<file path="src/rtl/multi_resync_filter.sv">
// Bank of independent single-bit synchronisers with optional stability filter and edge pulses.
// Latency STAGES (+FILTER_CYCLES) edges; no backpressure, every input change is tracked.
module multi_resync_filter #(
    parameter int                  CHANNELS      = 4,
    parameter int                  STAGES        = 2,
    parameter int                  FILTER_CYCLES = 0,
    parameter logic [CHANNELS-1:0] RESET_VALUE   = '0
) (
    input  logic                i_clk,
    input  logic                i_rst_n,
    input  logic [CHANNELS-1:0] i_signal,
    output logic [CHANNELS-1:0] o_signal,
    output logic [CHANNELS-1:0] o_rise,
    output logic [CHANNELS-1:0] o_fall,
    output logic                o_change
);

    if (STAGES < 2) begin : g_bad_stages
        $error("multi_resync_filter: STAGES must be at least 2");
    end

    (* ASYNC_REG = "TRUE" *) logic [CHANNELS-1:0] sync_q [STAGES];
    logic [CHANNELS-1:0] sync_s;
    logic [CHANNELS-1:0] prev_q;

    // Plain flop chain: nothing may sit between stages or metastability settling time is lost.
    always_ff @(posedge i_clk or negedge i_rst_n) begin
        if (!i_rst_n) begin
            for (int k = 0; k < STAGES; k++) begin
                sync_q[k] <= RESET_VALUE;
            end
        end else begin
            sync_q[0] <= i_signal;
            for (int k = 1; k < STAGES; k++) begin
                sync_q[k] <= sync_q[k-1];
            end
        end
    end

    assign sync_s = sync_q[STAGES-1];

    if (FILTER_CYCLES == 0) begin : g_bypass
        assign o_signal = sync_s;
    end else begin : g_filter
        localparam int            CW      = $clog2(FILTER_CYCLES + 1);
        localparam logic [CW-1:0] CNT_MAX = CW'(FILTER_CYCLES - 1);

        logic [CW-1:0]       cnt_q [CHANNELS];
        logic [CW-1:0]       cnt_d [CHANNELS];
        logic [CHANNELS-1:0] sig_q;
        logic [CHANNELS-1:0] sig_d;

        // Counter tracks consecutive cycles of disagreement; any agreement restarts it.
        always_comb begin
            sig_d = sig_q;
            for (int c = 0; c < CHANNELS; c++) begin
                cnt_d[c] = '0;
                if (sync_s[c] != sig_q[c]) begin
                    if (cnt_q[c] == CNT_MAX) begin
                        sig_d[c] = sync_s[c];
                    end else begin
                        cnt_d[c] = cnt_q[c] + 1'b1;
                    end
                end
            end
        end

        always_ff @(posedge i_clk or negedge i_rst_n) begin
            if (!i_rst_n) begin
                sig_q <= RESET_VALUE;
                for (int c = 0; c < CHANNELS; c++) begin
                    cnt_q[c] <= '0;
                end
            end else begin
                sig_q <= sig_d;
                for (int c = 0; c < CHANNELS; c++) begin
                    cnt_q[c] <= cnt_d[c];
                end
            end
        end

        assign o_signal = sig_q;
    end

    always_ff @(posedge i_clk or negedge i_rst_n) begin
        if (!i_rst_n) begin
            prev_q <= RESET_VALUE;
        end else begin
            prev_q <= o_signal;
        end
    end

    assign o_rise   = o_signal & ~prev_q;
    assign o_fall   = ~o_signal & prev_q;
    assign o_change = |(o_rise | o_fall);

endmodule

</file>
<file path="config.mk">
export PLATFORM = sky130hd
export DESIGN_NAME = multi_resync_filter
export DESIGN_NICKNAME = d
export VERILOG_FILES = /design/src/rtl/multi_resync_filter.sv
export SDC_FILE = /design/constraint.sdc
export NUM_CORES = 1
export LEC_CHECK = 0
export ABC_AREA = 1
export CORE_AREA = 4 4 41 43
export DETAILED_ROUTE_END_ITERATION = 10
export DIE_AREA = 0 0 45 47
export PLACE_DENSITY = 0.76
export REMOVE_ABC_BUFFERS = 1
export SLEW_MARGIN = 40
export SYNTH_ARGS = -nofsm -noshare
export SYNTH_HDL_FRONTEND = slang
export SYNTH_SLANG_ARGS = --single-unit
</file>
<file path="constraint.sdc">
create_clock -name i_clk -period 2.2 [get_ports i_clk]
set_clock_uncertainty 0.05 [all_clocks]
set_input_delay 0.33 -clock i_clk [delete_from_list [all_inputs] [get_ports i_clk]]
set_output_delay 0.33 -clock i_clk [all_outputs]
set_load 0.02 [all_outputs]
</file>
[Yosys cells after proc, flatten, opt, wreduce, memory -nomap -nowiden]
Index checks and enable logic that the tools add are counted.
Word-level totals
  latch bits: 0
  bits in writable memories: 0
  register bits after elaboration: 12
  ROM bits: 0
  logic and storage cells: 9
  memories: 0
  input port bits: 6
Operators by class
  equal/unequal tests: 0
  div/mod/pow operators: 0
  shift-type cells: 0
  add/sub/neg operators: 0
  reduce and logical (&&, ||, !) cells: 1
  multipliers: 0
  bitwise logic cells: 5
  order comparisons: 0
  mux-type cells: 0
Operators by type and width (number)
  $and 4x4->4: 2
  $not 4->4: 2
  $or 4x4->4: 1
  $reduce_or 4->1: 1

[Logic depth before layout (Yosys ltp)]
Gate-level depths: netlist of the first run.
  word-level depth: 4
  mapped depth: 5

[Worst setup path after synthesis of the first run]
OpenSTA, ideal clock, no wires.
  path type: register to output
  start: register sync_q, in the netlist o_signal[2]
  end: output port o_change
  slack: 0.902 ns
  cell stages (with the launch flop): 6
  required time: 1.820 ns
  arrival: 0.918 ns
  path through: dfrtp_1 > inv_1 > ha_1 > nand2_1 > inv_1 > nand2_1
On the way
  word-level cells in the longest chain between the ends: 4
RTL lines
  start, declared: line 22  | (* ASYNC_REG = "TRUE" *) logic [CHANNELS-1:0] sync_q [STAGES];
  start signal, assigned by index: line 35  | sync_q[k] <= sync_q[k-1];
  $not 4->4: line 94  | assign o_fall = ~o_signal & prev_q;
  $and 4x4->4: line 94
  $or 4x4->4 *: line 95  | assign o_change = |(o_rise | o_fall);
  $reduce_or 4->1 *: line 95
  end, declared: line 15  | output logic o_change
Every way passes the cells marked *; elsewhere a longest branch is shown, timed or not.

[Final worst setup path of the first run]
  start: register sync_q, in the netlist o_signal[2]
  end: output port o_fall[2]
On the way
  word-level cells in the longest chain between the ends: 2
RTL lines
  $not 4->4: line 94
  $and 4x4->4: line 94
  end, declared: line 14  | output logic [CHANNELS-1:0] o_fall,
No other way between the ends.

==> run_results.csv, run 1 <==
group,metric,value,unit
floorplanning,die-area,0.00212,mm2
floorplanning,fp.dieH,47,um
power_and_ir_drop,leakage,0.000356,uW
worst_setup_path,regToRegStartpoint,"o_signal[1]",
cells_and_area,n_antenna_cell,0,
timing,hold_viol_final,0,
worst_setup_path,cp-end-kind,"output pin",
worst_setup_path,crit_start,"o_signal[2]",
cells_and_area,multiInputGateArea,111,um2
timing,timing.final.max_slew_violations,0,
timing,worst_pin_slew,0.493,ns
route,routedWlPerCell,8.70,um
grt,antenna_found_initial,0,
yosys,yosysUniqueCellTypes,5,
worst_hold_path,hold_class,"reg2reg",
timing,max_slew_margin,67.0,%
placement,dp_slack,0.349,ns
timing,final.setup.worst_slack,0.339,ns
yosys,yosysTopAreaCell,"dfrtp_1",
clock_network,cts-root-buf,"clkbuf_4",
clock_network,h-tree-depth,1,
grt,grt_max_degree,13,
timing,worst_hold_slack,0.299,ns
yosys,netlist_instances,37,
placement,io_buffers,18,
power_and_ir_drop,swShare,22.2,%
run,cap_viol_max_count,0,
cells_and_area,regArea,300,um2
floorplanning,die_w,45,um
yosys,synth_seq_cells,12,
grt,overflow,0,
yosys,syn-cell-area,479,um2
cells_and_area,drive_above_1_share,7.27,%
timing,setup_violations,0,
clock_network,cts_setup_buffers,0,
worst_setup_path,startpoint_type,"register",
cells_and_area,n_fill_cell,128,
worst_setup_path,cp_data_arrival_time,1.48,ns
clock_network,tritoncts,"done",
clock_network,cts.path.max_buffers,2,
floorplanning,rows,13,
route,drt-initial-drc-count,0,
route,drt-met1-wl,219,um
worst_setup_path,r2r.worst_path.cells,0,
worst_setup_path,r2r_setup_slack,1.61,ns
grt,grt_pass1_wl,1060,um
route,viasPerCell,4.01,
power_and_ir_drop,p_total,470,uW
power_and_ir_drop,powerDensity,684,mW/mm2
cells_and_area,fin_util,52.8,%
clock_network,cts_sinks,12,
timing,fin_crit_sh,84.6,%
yosys,synth-seq-area-share,62.7,%
yosys,yosys_warnings,0,
clock_network,clkLatencyLatePin,0.26,ns
route,first_pass_iters,1,
power_and_ir_drop,clockPowerShare,35.2,%
clock_network,cts_buffers,3,
worst_setup_path,critPathMaxFanout,4,
route,vias,281,
grt,grt_use_total,7.64,%
timing,period_needed,1.86,ns
route,drtAntennaViolNets,0,
power_and_ir_drop,switchingPower,104,uW
worst_setup_path,endpoint,"o_fall[2]",
worst_setup_path,crit_type,"reg2out",
cells_and_area,syn2layout_area_growth,43.3,%
route,routed.top_layer,"met4",
power_and_ir_drop,ir_drop,0.000341,V
floorplanning,start_util,36.8,%
timing,tns,0,ns
route,drcViolationCount,0,
route,dr_wl_met3,84,um
cells_and_area,nets,70,
timing,rsz0062_at_grt,"false",
worst_setup_path,required,1.82,ns
route,met2_length,289,um
clock_network,path_clk_slew,0.07,ns
yosys,yosysTopAreaCellShare,62.7,%
power_and_ir_drop,intPower,366,uW
run_status,outcome,"finished clean",
floorplanning,ios,19,
yosys,synthTopCellsByArea,"dfrtp_1 (63%), ha_1 (21%), inv_1 (7.8%), buf_4 (6.3%), nand2_1 (2.3%)",
power_and_ir_drop,p_seq_share,50.7,%
worst_setup_path,reg2reg_to,"prev_q[1]",
power_and_ir_drop,pwr-share-comb,14.1,%
yosys,syn_avg_cell_area,13.0,um2
route,drt-total-wl,609,um
timing,fmax,537,MHz
floorplanning,core,0.00130,mm2
placement,gp_congestion,0.646,
grt,grt_pass1_vias,253,
clock_network,holdBufCountCts,0,
==> critical path, cell delays in order, from the launching register on <==
cell and delay [ns]:
dfrtp_1 0.41, inv_1 0.07, ha_1 0.14, clkdlybuf4s50_1 0.60
==> cell usage in the layout (no fill, tap or decap) <==
cell,n
ha_1,8
nand2_1,3
inv_1,10
clkbuf_8,1
clkbuf_4,3
clkdlybuf4s50_1,17
dlymetal6s2s_1,1
dfrtp_1,12
==> area by class of cell <==
type	count	area share, %
multi-input cells	11	16.2
well taps	15	2.73
repair buffers	18	26.6
flip-flops and latches	12	43.7
inverters	10	5.46
clock buffers	4	5.28
==> power groups by stage <==
stage | Clock, uW | Combinational [uW] | Sequential [uW]
after floorplan | 0 | 27.1 | 246
after global placement | 0 | 67.3 | 242
after detailed placement | 0 | 67.8 | 243
after CTS | 174 | 68.1 | 239
after global routing | 188 | 73.1 | 241
final | 166 | 66.1 | 238
==> cells in the mapped netlist <==
cell type and instances:
buf_4 4, inv_1 10, dfrtp_1 12, ha_1 8, nand2_1 3
==> worst min path at each step <==
stage                    from           to  slack [ns]  cells after the start
floorplan             i_rst_n  o_signal[0]       -0.02                      0
global placement    sync_q[7]  o_signal[3]        0.28                      0
detailed placement  sync_q[7]  o_signal[3]        0.28                      0
CTS                 sync_q[7]  o_signal[3]        0.30                      0
global route        sync_q[7]  o_signal[3]        0.31                      0
finish              sync_q[7]  o_signal[3]        0.30                      0
==> cells by family after synthesis <==
kind of cell	Yosys count	synth area share (%)
and+or+nand+nor	3	2.35
DFF	12	62.7
adders and majority gates	8	20.9
buffers and inverters	14	14.1
==> repair_timing <==
| item | in CTS | in global routing |
|---|---|---|
| setup endpoints to repair | 0 | 1 |
| hold endpoints to repair | 0 | 0 |
| resized for setup | 0 | 1 |
==> flip-flops by register name, summed over array words and instances (netlist names) <==
register,flops
prev_q,4
o_signal,4
sync_q,4
==> per-layer routing <==
metal | vias up | track usage (%)
met5 | - | 0
met4 | 0 | 7.02
met3 | 2 | 3.45
met2 | 15 | 11.3
met1 | 128 | 8.13
li1 | 136 | -
==> through the flow <==
step | std cells | instance area, um2
2_1_floorplan | 33 | 449
3_3_place_gp | 66 | 648
3_5_place_dp | 66 | 648
4_1_cts | 70 | 684
5_1_grt | 70 | 687
6_report | 70 | 687
(Power assumes the default switching activity.)
==> run 2: changes to the inputs <==
Settings changed: CORE_AREA 4 4 41 43 to unset, CORE_MARGIN set to 4, CORE_UTILIZATION set to 36, DIE_AREA 0 0 45 47 to unset, PLACE_DENSITY 0.76 to 0.79.
Clock period 2.2 ns to 1.6 ns, I/O delays scaled along.
==> run 2 against run 1 <==
Net effect:
- non-clock buffer count increased by 4
- critical path depth is the same
- first-iteration DRC count did not move
- sequential share of layout area decreased by 0.94 points
- die area decreased by 6.4%
- critical endpoint is now o_rise[2]
- largest cell class unchanged
==> run_results.csv, run 2 (synthesis gave the netlist of run 1 again) <==
group,metric,value,unit
grt,grt_pass1_vias,261,
clock_network,holdBufCountCts,0,
worst_hold_path,hold_class,"in2async",
worst_setup_path,critPathMaxFanout,3,
run,cap_viol_max_count,0,
worst_setup_path,cp_top_family,"buffers and inverters",
route,drt-initial-drc-count,0,
timing,period_needed,1.52,ns
clock_network,cts-root-buf,"clkbuf_4",
cells_and_area,nets,74,
timing,timing.final.max_slew_violations,0,
grt,grt_pass1_wl,1080,um
placement,io_buffers,18,
floorplanning,die_w,44.5,um
floorplanning,die-area,0.00198,mm2
worst_setup_path,crit_type,"reg2out",
clock_network,path_clk_slew,0.07,ns
route,drt-total-wl,630,um
timing,worst_pin_slew,0.502,ns
worst_setup_path,r2r_setup_slack,0.93,ns
worst_setup_path,cp-end-kind,"output pin",
clock_network,tritoncts,"done",
placement,gp_congestion,0.670,
floorplanning,fp.dieH,44.5,um
cells_and_area,n_antenna_cell,0,
worst_setup_path,r2r.worst_path.cells,1,
route,viasPerCell,3.97,
cells_and_area,final_cell_mix,"dfrtp_1 (12), inv_1 (10), ha_1 (8), dlygate4sd2_1 (8), clkdlybuf4s50_1 (5)",
timing,max_slew_margin,66.4,%
power_and_ir_drop,leakage,0.000398,uW
placement,dpl.hpwl,552,um
worst_setup_path,cp_data_arrival_time,1.23,ns
floorplanning,ios,19,
worst_setup_path,startpoint_type,"register",
power_and_ir_drop,ir_drop,0.000646,V
route,vias,290,
route,first_pass_iters,1,
power_and_ir_drop,switchingPower,142,uW
timing,fmax,657,MHz
power_and_ir_drop,clockPowerShare,35.1,%
timing,fin_crit_sh,95.1,%
route,routedWlPerCell,8.63,um
route,drcViolationCount,0,
floorplanning,start_util,40.4,%
worst_setup_path,required,1.31,ns
cells_and_area,drive_above_1_share,18.6,%
power_and_ir_drop,powerDensity,914,mW/mm2
grt,grt_use_total,7.96,%
run_status,outcome,"finished clean",
worst_setup_path,regToRegStartpoint,"o_signal[3]",
clock_network,clkLatencyLatePin,0.26,ns
worst_setup_path,crit_start,"o_signal[2]",
clock_network,cts_setup_buffers,0,
power_and_ir_drop,pwr-share-comb,14.3,%
grt,overflow,0,
clock_network,cts.path.max_buffers,2,
timing,setup_violations,0,
clock_network,h-tree-depth,1,
cells_and_area,syn2layout_area_growth,46.5,%
floorplanning,rows,12,
route,drtAntennaViolNets,0,
placement,place_area,677,um2
power_and_ir_drop,p_seq_share,50.6,%
worst_setup_path,path_cells,"buf_4 -> ha_1 -> clkdlybuf4s15_1",
worst_setup_path,slowest_delay,0.37,ns
cells_and_area,finalNonFillerCells,73,
clock_network,cts_sinks,12,
timing,rsz0062_at_grt,"true",
worst_setup_path,worst-path-buf-inv,2,
cells_and_area,final_area,702,um2
placement,dp.cells,69,
grt,grt_max_degree,13,
worst_setup_path,worst_path_max_delay_cell,"dfrtp_1",
placement,dp_slack,-0.101,ns
timing,final.setup.worst_slack,0.0782,ns
floorplanning,core,0.00119,mm2
power_and_ir_drop,swShare,22.2,%
cells_and_area,final_common_cell,"dfrtp_1",
timing,hold_viol_final,0,
power_and_ir_drop,intPower,499,uW
grt,antenna_found_initial,0,
worst_setup_path,reg2reg_to,"prev_q[3]",
clock_network,cts_buffers,3,
[run 2: cell types whose count changed in the layout (fill, tap and decap cells not counted)]
cell,before,now
clkdlybuf4s50_1,17,5
dlygate4sd2_1,0,8
buf_4,0,4
clkdlybuf4s15_1,0,3
buf_6,0,1
clkbuf_2,0,1
dlymetal6s2s_1,1,0
nand2_1,3,2
nand2_2,0,1
[run 2: through the flow]
step | util [%] | hold WS (ns) | power [uW] | setup TNS (ns)
after floorplan | - | -0.106 | 376 | 0
after global placement | 57.1 | 0.282 | 432 | -0.0832
after detailed placement | 57.1 | 0.286 | 436 | -0.101
after CTS | 58.4 | 0.277 | 651 | 0
after global routing | 59.2 | 0.292 | 693 | -0.0214
final | 59.2 | 0.265 | 642 | 0
[run 2: worst max-delay path by stage]
stage / to / cells after the start / slack (ns)
after CTS: o_rise[3] / 3 / 0.02
final: o_rise[2] / 3 / 0.08
after detailed placement: o_change / 6 / -0.10
after floorplan: o_change / 5 / 0.26
after global routing: o_change / 5 / -0.02
after global placement: o_change / 6 / -0.08
[run 2: layer usage]
metal | track usage (%) | wire length [um]
met2 | 12.3 | 308
met5 | 0 | 0
met4 | 5.42 | 4
met1 | 8.56 | 247
met3 | 3.66 | 69
[run 2: layout make-up]
type	instances	area, um2
Fill cell	101	484
Sequential cell	12	300
Timing Repair Buffer	22	196
Multi-Input combinational cell	11	114
Inverter	10	37.5
Clock buffer	4	36.3
Tap cell	14	17.5
[run 2: timing repair]
item	4_1_cts	5_1_grt
endpoints found under the setup margin	13	5
pin swaps	0	3
gates resized for setup	16	8
gates cloned	0	0
[run 2: power groups by stage]
stage / Combinational [uW] / Clock, uW / Sequential, uW
floorplan: 37.2 / 0 / 339
global placement: 102 / 0 / 330
detailed placement: 105 / 0 / 331
CTS: 91.1 / 235 / 325
global route: 104 / 262 / 327
finish: 92.0 / 225 / 325
==> run 3: changes to the inputs <==
Settings changed: CORE_MARGIN 4 to 2, REMOVE_ABC_BUFFERS 1 to unset.
==> run 3 against run 2 <==
Net effect:
- sequential share of layout area rose by 0.94 points
- global-route usage rose by 0.80 points
- worst setup slack got worse by 0.021 ns
- sequential power barely moved
- first-iteration DRC count rose by 2
- critical path type unchanged
- critical endpoint unchanged
- largest cell class unchanged
- largest power group unchanged
==> run_results.csv, run 3 (synthesis gave the netlist of run 1 again) <==
group,metric,value,unit
run_status,outcome,"finished clean",
clock_network,cts_buffers,3,
worst_setup_path,r2r.worst_path.cells,1,
timing,fin_crit_sh,96.4,%
placement,dpl.hpwl,514,um
timing,timing.final.max_slew_violations,0,
clock_network,cts_sinks,12,
power_and_ir_drop,p_total,582,uW
worst_setup_path,critPathMaxFanout,3,
timing,fmax,648,MHz
floorplanning,die-area,0.00164,mm2
power_and_ir_drop,powerDensity,848,mW/mm2
worst_hold_path,hold_class,"in2async",
route,vias,289,
route,drtAntennaViolNets,0,
clock_network,tritoncts,"done",
clock_network,cts-root-buf,"clkbuf_4",
placement,gp_congestion,0.612,
floorplanning,start_util,37.8,%
route,drcViolationCount,0,
cells_and_area,final_area,687,um2
grt,antenna_found_initial,0,
floorplanning,fp.dieH,40.5,um
worst_setup_path,crit_type,"reg2out",
route,viasPerCell,3.96,
floorplanning,rows,13,
timing,rsz0062_at_grt,"false",
grt,overflow,0,
worst_setup_path,cp_top_family,"buffers and inverters",
yosys,synthesis.nets,51,
timing,max_slew_margin,66.9,%
timing,worst_pin_slew,0.495,ns
run,cap_viol_max_count,0,
clock_network,cts_setup_buffers,0,
route,routedWlPerCell,8.33,um
worst_setup_path,regToRegStartpoint,"o_signal[3]",
route,drt-total-wl,608,um
worst_setup_path,cp-end-kind,"output pin",
clock_network,cts.path.max_buffers,2,
grt,grt_pass1_wl,910,um
timing,setup_violations,0,
timing,hold_viol_final,0,
worst_setup_path,worst-path-buf-inv,2,
clock_network,h-tree-depth,1,
worst_setup_path,cp_data_arrival_time,1.25,ns
grt,grt_use_total,8.76,%
route,first_pass_iters,2,
clock_network,clkLatencyLatePin,0.25,ns
cells_and_area,final_common_cell,"dfrtp_1",
power_and_ir_drop,ir_drop,0.000493,V
cells_and_area,n_antenna_cell,0,
timing,period_needed,1.54,ns
cells_and_area,drive_above_1_share,13.8,%
power_and_ir_drop,leakage,0.000391,uW
floorplanning,core,0.00127,mm2
placement,io_buffers,18,
worst_setup_path,startpoint_type,"register",
floorplanning,ios,19,
grt,grt_pass1_vias,248,
placement,place_area,678,um2
clock_network,path_clk_slew,0.07,ns
worst_setup_path,slowest_delay,0.37,ns
worst_setup_path,required,1.31,ns
cells_and_area,syn2layout_area_growth,43.3,%
worst_setup_path,reg2reg_to,"prev_q[3]",
floorplanning,die_w,40.5,um
worst_setup_path,path_cells,"buf_4 -> ha_1 -> dlygate4sd2_1",
cells_and_area,nets,74,
worst_setup_path,r2r_setup_slack,0.93,ns
route,drt-initial-drc-count,2,
clock_network,holdBufCountCts,0,
grt,grt_max_degree,13,
worst_setup_path,worst_path_max_delay_cell,"dfrtp_1",
cells_and_area,final_cell_mix,"dfrtp_1 (12), inv_1 (10), dlygate4sd2_1 (9), ha_1 (8)",
-- run 3: changes by cell type in the layout (fill, tap and decap cells not counted) --
| cell | before | now |
|---|---|---|
| dlygate4sd2_1 | 8 | 9 |
| clkbuf_8 | 1 | 0 |
| buf_6 | 1 | 0 |
| nand2_1 | 2 | 3 |
| nand2_2 | 1 | 0 |
| buf_4 | 4 | 5 |
| clkbuf_2 | 1 | 0 |
-- run 3: worst max path at each step --
stage / slack (ns) / cells past startpoint / end / start
after floorplan: 0.39 / 5 / o_change / o_signal[2]
after global placement: -0.08 / 6 / o_change / o_signal[0]
after detailed placement: -0.1 / 6 / o_change / o_signal[0]
after CTS: 0.02 / 3 / o_rise[0] / o_signal[0]
after global routing: 0.006 / 3 / o_rise[2] / o_signal[2]
final: 0.06 / 3 / o_rise[2] / o_signal[2]
-- run 3: where the power goes --
part / leakage, uW / internal, uW / switching [uW]
Sequential: 0.000140 / 319 / 6.44
Clock: 0.0000138 / 86.5 / 80.2
Combinational: 0.000237 / 42.4 / 48.0
-- run 3: layout make-up --
class / count / area, um2
inverters: 10 / 37.5
fillers: 122 / 582
repair buffers: 22 / 196
well taps: 15 / 18.8
flip-flops and latches: 12 / 300
clock buffers: 3 / 22.5
multi-input cells: 11 / 111
-- run 3: stage by stage --
stage          setup TNS, ns  utilization [%]  cells  hold WS, ns  worst slack [ns]
2_1_floorplan              0                -     37       -0.106             0.392
3_3_place_gp         -0.0844             53.5     70        0.282           -0.0844
3_5_place_dp         -0.0962             53.5     70        0.286           -0.0962
4_1_cts                    0             53.6     73        0.272            0.0249
5_1_grt                    0             54.1     73        0.308           0.00631
6_report                   0             54.1     73        0.263            0.0575
-- run 3: what timing repair did --
action                                  in CTS  in global routing
endpoints found under the hold margin        0                  0
resized for setup                           16                  4
endpoints found under the setup margin      13                  4
-- run 3: routing by layer --
metal	wire length, um	GRT usage (%)	share of wire [%]	up-vias
met4	0	5.00	0	0
li1	-	-	-	147
met5	0	0	0	-
met1	262	11.1	43	129
met3	49	1.67	8.1	0
met2	296	13.9	49	13
